--- src/rtl/sqrt_iter_param_pkg.sv ---
// Shared FSM state encoding and width helpers for the iterative square-root unit.
package sqrt_iter_param_pkg;

  typedef enum logic [1:0] {
    S_IDLE  = 2'd0,
    S_CALC  = 2'd1,
    S_ROUND = 2'd2,
    S_DONE  = 2'd3
  } state_t;

  function automatic int clog2(input int v);
    int r;
    r = 0;
    while ((1 << r) < v) r++;
    return r;
  endfunction

  // Counter holds N-1, so clog2(N) bits suffice; never narrower than one bit.
  function automatic int cnt_w(input int n);
    return (clog2(n) < 1) ? 1 : clog2(n);
  endfunction

endpackage

--- src/rtl/sqrt_iter_param_step.sv ---
// One restoring square-root iteration: shift in a radicand bit pair, trial-subtract, emit a root bit.
module sqrt_iter_param_step #(
  parameter int RW = 4
) (
  input  logic [RW+1:0] rem_in,
  input  logic [RW-1:0] root_in,
  input  logic [1:0]    pair,
  output logic [RW+1:0] rem_out,
  output logic [RW-1:0] root_out,
  output logic          ge
);

  // Full-width shift and trial so the compare stays exact even when reused for the guard.
  logic [RW+3:0] w_rem_sh;
  logic [RW+3:0] w_trial;
  logic [RW+3:0] w_diff;
  logic [RW:0]   w_root_sh;
  logic          w_unused;

  assign w_rem_sh  = {rem_in, pair};
  assign w_trial   = {2'b00, root_in, 2'b01};
  assign ge        = (w_rem_sh >= w_trial);
  assign w_diff    = ge ? (w_rem_sh - w_trial) : w_rem_sh;
  assign w_root_sh = {root_in, ge};
  assign rem_out   = w_diff[RW+1:0];
  assign root_out  = w_root_sh[RW-1:0];
  assign w_unused  = ^{w_diff[RW+3:RW+2], w_root_sh[RW]};

endmodule

--- src/rtl/sqrt_iter_param.sv ---
// Sequential digit-by-digit square root, one result bit per clock, Start/Done handshake.
// Define SQRT_ROUND_EN for an extra ROUND cycle that rounds Result to nearest (saturating).
module sqrt_iter_param
  import sqrt_iter_param_pkg::*;
#(
  parameter  int WIDTH     = 8,
  parameter  int FRAC_BITS = 0,
  localparam int RES_W     = WIDTH / 2 + FRAC_BITS
) (
  input  logic             clk,
  input  logic             reset,
  input  logic             Start,
  input  logic [WIDTH-1:0] A,
  output logic [RES_W-1:0] Result,
  output logic [RES_W:0]   Remainder,
  output logic             Busy,
  output logic             Done
);

  localparam int N     = RES_W;
  localparam int EXT_W = 2 * RES_W;
  localparam int CNT_W = cnt_w(N);

  if ((WIDTH % 2) != 0 || WIDTH < 2) begin : g_bad_width
    $error("sqrt_iter_param: WIDTH must be even and >= 2");
  end

  state_t           r_state;
  logic [EXT_W-1:0] r_rad;
  logic [RES_W+1:0] r_rem;
  logic [RES_W-1:0] r_root;
  logic [CNT_W-1:0] r_cnt;

  logic [RES_W+1:0] w_rem;
  logic [RES_W-1:0] w_root;
  logic             w_ge_unused;

  sqrt_iter_param_step #(.RW(RES_W)) u_step (
    .rem_in  (r_rem),
    .root_in (r_root),
    .pair    (r_rad[EXT_W-1 -: 2]),
    .rem_out (w_rem),
    .root_out(w_root),
    .ge      (w_ge_unused)
  );

`ifdef SQRT_ROUND_EN
  // Guard = one more iteration with a zero pair: does the next root bit come out 1?
  logic             w_guard;
  logic [RES_W+1:0] w_g_rem_unused;
  logic [RES_W-1:0] w_g_root_unused;

  sqrt_iter_param_step #(.RW(RES_W)) u_guard (
    .rem_in  (r_rem),
    .root_in (r_root),
    .pair    (2'b00),
    .rem_out (w_g_rem_unused),
    .root_out(w_g_root_unused),
    .ge      (w_guard)
  );
`endif

  always_ff @(posedge clk or posedge reset) begin
    if (reset) begin
      r_state   <= S_IDLE;
      r_rad     <= '0;
      r_rem     <= '0;
      r_root    <= '0;
      r_cnt     <= '0;
      Result    <= '0;
      Remainder <= '0;
      Busy      <= 1'b0;
      Done      <= 1'b0;
    end else begin
      case (r_state)
        S_IDLE, S_DONE: begin
          if (Start) begin
            r_rad   <= EXT_W'(A) << (2 * FRAC_BITS);
            r_rem   <= '0;
            r_root  <= '0;
            r_cnt   <= CNT_W'(N - 1);
            Busy    <= 1'b1;
            Done    <= 1'b0;
            r_state <= S_CALC;
          end
        end
        S_CALC: begin
          r_rad  <= r_rad << 2;
          r_rem  <= w_rem;
          r_root <= w_root;
          r_cnt  <= r_cnt - 1'b1;
          if (r_cnt == '0) begin
`ifdef SQRT_ROUND_EN
            r_state <= S_ROUND;
`else
            Result    <= w_root;
            Remainder <= w_rem[RES_W:0];
            Busy      <= 1'b0;
            Done      <= 1'b1;
            r_state   <= S_DONE;
`endif
          end
        end
`ifdef SQRT_ROUND_EN
        S_ROUND: begin
          Result    <= (&r_root) ? r_root : r_root + RES_W'(w_guard);
          Remainder <= r_rem[RES_W:0];
          Busy      <= 1'b0;
          Done      <= 1'b1;
          r_state   <= S_DONE;
        end
`endif
        default: r_state <= S_IDLE;
      endcase
    end
  end

endmodule

--- config.mk ---
export PLATFORM = sky130hd
export DESIGN_NAME = sqrt_iter_param
export DESIGN_NICKNAME = d
export VERILOG_FILES = /design/src/rtl/sqrt_iter_param_pkg.sv /design/src/rtl/sqrt_iter_param_step.sv /design/src/rtl/sqrt_iter_param.sv
export SDC_FILE = /design/constraint.sdc
export NUM_CORES = 1
export LEC_CHECK = 0
export CAP_MARGIN = 20
export CORE_MARGIN = 3
export CORE_UTILIZATION = 40
export DETAILED_ROUTE_END_ITERATION = 16
export DONT_BUFFER_PORTS = 1
export PLACE_DENSITY = 0.65
export SLEW_MARGIN = 10
export SYNTH_ARGS = -nofsm -noshare
export SYNTH_HDL_FRONTEND = slang
export SYNTH_HIERARCHICAL = 1
export SYNTH_SLANG_ARGS = --single-unit
--- constraint.sdc ---
create_clock -name clk -period 2.1 [get_ports clk]
set_input_delay 0.21 -clock clk [delete_from_list [all_inputs] [get_ports clk]]
set_output_delay 0.21 -clock clk [all_outputs]
set_load 0.01 [all_outputs]
==> flow_summary.yaml <==
placed_design:
  place.gp.congestion: 0.850
  port_buffers: 0
  pre_cts_ws_ns: 0.00139
  dpl.hpwl_microns: 2480
pwr:
  max-vdd-ir-drop_mv: 0.707
  power_density_nw_per_um2: 1820
  p_leak_nw: 0.936
clock_tree:
  cts.sink_count: 33
  tritoncts: "done"
  clock_latency_ns: 0.28
  clk_pin_slew_ns: 0.07
  cts_root_buf: "clkbuf_8"
  clk_path_buf_depth: 2
  h-tree-depth: 2
  cts_buffers: 5
setup_path:
  crit_arrival_ns: 2.22
  r2r_start: "r_rem[3]$_DFFE_PP0P_"
  cp_cell_sequence: "ha_4 > a2111oi_4 > o31a_2 > inv_2 > buf_4 > mux2i_2 > mux2_2"
  slowest_stage: "dfrtp_1"
  critical_path_required_ns: 2.26
  rrSetupSlack_ns: 0.04
  end_kind: "register"
  cp_slowest_stage_delay_ns: 0.43
  criticalPathCategory: "reg -> reg"
  cp_max_fo: 4
  start_kind: "register"
  r2r_end: "Remainder[1]$_DFFE_PP0P_"
  reg2reg_depth: 7
timing:
  finalWorstSetupSlack_ns: 0.0445
  finalClockSkew_ns: 0.00377
  fin_crit_ns: 2.06
  setup_viol: 0
  hold_violations: 0
  slew-limit-headroom_pct: 72.9
  worst_slew_pin_slew_ns: 0.401
  tns_ns: 0
  drv_slew: 0
  fmax_mhz: 486
  fin_crit_sh_pct: 97.9
floorplanning:
  design.core.area_sq_um: 4170
  start_util_pct: 43.3
  fp.dieW_microns: 73.2
  boundaryPins: 22
  dieArea_sq_um: 5360
  placementRows: 23
  fp.dieH_microns: 73.2
global_route:
  grt_pass1_wl_microns: 5820
  grt_antenna_before_repair: 0
  overflow: 0
  grt_max_degree: 34
  track_usage_pct: 14.5
  grt_pass1_vias: 1250
yosys:
  ys_ff_latch: 33
  synth-edff-count: 0
  synth_area_sq_um: 1810
  yosysTopAreaCell: "dfrtp_1"
  ys.flop_type: "dfrtp_1"
  synthTopCellsByArea: "dfrtp_1, ha_1, mux2_2"
  yosys_warnings: 6
  ys_async_sr_fraction_pct: 100
  syn_area_per_cell_sq_um: 10.7
  postSynthCellCount: 169
  ys_types: 39
  synth_nets: 190
  yosysSeqAreaShare_pct: 45.7
  synth_top_area_share_pct: 45.7
flow_run:
  max_cap_viol_count: 0
layout:
  final_common_cell: "dfrtp_1"
  area_growth_pct: 12.2
  final_cell_mix: "dfrtp_1, nand2_1, inv_1, buf_4, mux2_2"
  nNetsFinal: 200
  drive_gt1_share_pct: 28.3
  antenna-diode-count: 0
worst_hold_path:
  holdPathStages: 1
  hold_class: "in -> reg"
  worstHoldStart: "A[1]"
  worstHoldEndpoint: "r_rad[1]$_DFFE_PP0P_"
drt:
  via_count: 1189
  wl_per_cell_microns: 15.2
  drtIter0Drc: 36
  detail-route-antenna-nets: 0
  via_per_inst: 5.17
  drc: 0
  wl_microns: 3490
  firstDrtPassIters: 4
status:
  status: "complete, no violations"
==> cell usage after synthesis, types with 2 or more instances <==
master / n
ha_1: 10
dfrtp_1: 33
nand2b_1: 7
xnor2_1: 3
mux2i_1: 5
nor3b_1: 2
o221a_2: 5
mux2_4: 3
buf_6: 2
nor2b_1: 2
nor2_1: 6
or3_1: 2
mux2_2: 11
o21ai_0: 10
a22o_1: 3
inv_1: 13
nand2_1: 25
buf_4: 5
a21oi_1: 2
==> state kept, by name, summed over array words and instances (netlist names) <==
| signal | count |
|---|---|
| r_rad | 8 |
| Result | 4 |
| r_state | 2 |
| r_root | 4 |
| Done | 1 |
| Remainder | 5 |
| r_rem | 6 |
| r_cnt | 2 |
| Busy | 1 |
==> worst max path at each step <==
stage	slack, ns	end	depth (start not counted)	from
after floorplan	0.06	Remainder[2]$_DFFE_PP0P_	6	r_rem[3]$_DFFE_PP0P_
after CTS	0.05	Remainder[2]$_DFFE_PP0P_	8	r_rad[6]$_DFFE_PP0P_
after detailed placement	0.001	Remainder[1]$_DFFE_PP0P_	7	r_rem[3]$_DFFE_PP0P_
after global routing	-0.005	Remainder[1]$_DFFE_PP0P_	7	r_rem[3]$_DFFE_PP0P_
final	0.04	Remainder[1]$_DFFE_PP0P_	7	r_rem[3]$_DFFE_PP0P_
after global placement	0.06	Remainder[2]$_DFFE_PP0P_	6	r_rem[3]$_DFFE_PP0P_
==> layer usage <==
metal  share of wire [%]  wire, microns  global-route usage, %  up-vias
met4                0.72             25                   4.92        0
met3                 5.1            178                   6.06        2
met1                  44           1530                   16.5      571
li1                    -              -                      -      595
met2                  50           1750                   24.2       21
met5                   0              0                      0        -
==> critical path: cells and delay by family, from the launching register on <==
family	cells	cell delay (ns)
flops	1	0.43
fa+ha+maj	1	0.28
compound gates	2	0.59
buf+inv	2	0.22
mux	2	0.43
==> kinds of logic after synthesis <==
family                   count (synthesis)  share of synthesized area, %
AO/OA/AOI/OAI                           30                          13.6
XOR/XNOR                                 4                          1.94
adder cells (fa/ha/maj)                 10                          6.92
buffers and inverters                   24                          6.99
flip-flops                              33                          45.7
multiplexers                            19                          12.1
AND/OR/NAND/NOR                         49                          12.8
==> layout make-up <==
| class | count | area (sq um) |
|---|---|---|
| Fill cell | 387 | 2140 |
| Multi-Input combinational cell | 112 | 886 |
| Sequential cell | 33 | 826 |
| Timing Repair Buffer | 13 | 100 |
| Clock buffer | 7 | 96.3 |
| Tap cell | 50 | 62.6 |
| Inverter | 14 | 52.6 |
| Clock inverter | 1 | 5.00 |
==> timing repair <==
item / CTS / global route
endpoints found under the setup margin: 3 / 6
setup buffers: 0 / 2
gates resized for setup: 1 / 6
hold endpoints to repair: 33 / 0
pin swaps: 0 / 1
hold buffers: 1 / 0
==> metrics by stage <==
step / hold slack (ns) / instances / total power [W] / util, % / area (sq um)
CTS: 0.0460 / 228 / 0.00362 / 47.9 / 2000
global placement: 0.215 / 219 / 0.00297 / 44.9 / 1880
floorplan: 0.339 / 169 / 0.00267 / - / 1810
global route: 0.0487 / 230 / 0.00398 / 48.6 / 2030
finish: 0.0587 / 230 / 0.00369 / 48.6 / 2030
detailed placement: 0.222 / 219 / 0.00306 / 44.9 / 1880
==> report_power, final <==
group          internal (W)  switching, W
clock              0.000296      0.000228
sequential         0.000907      0.000235
combinational       0.00107      0.000956
total               0.00227       0.00142
No activity file was read; power rests on OpenSTA's default activity.
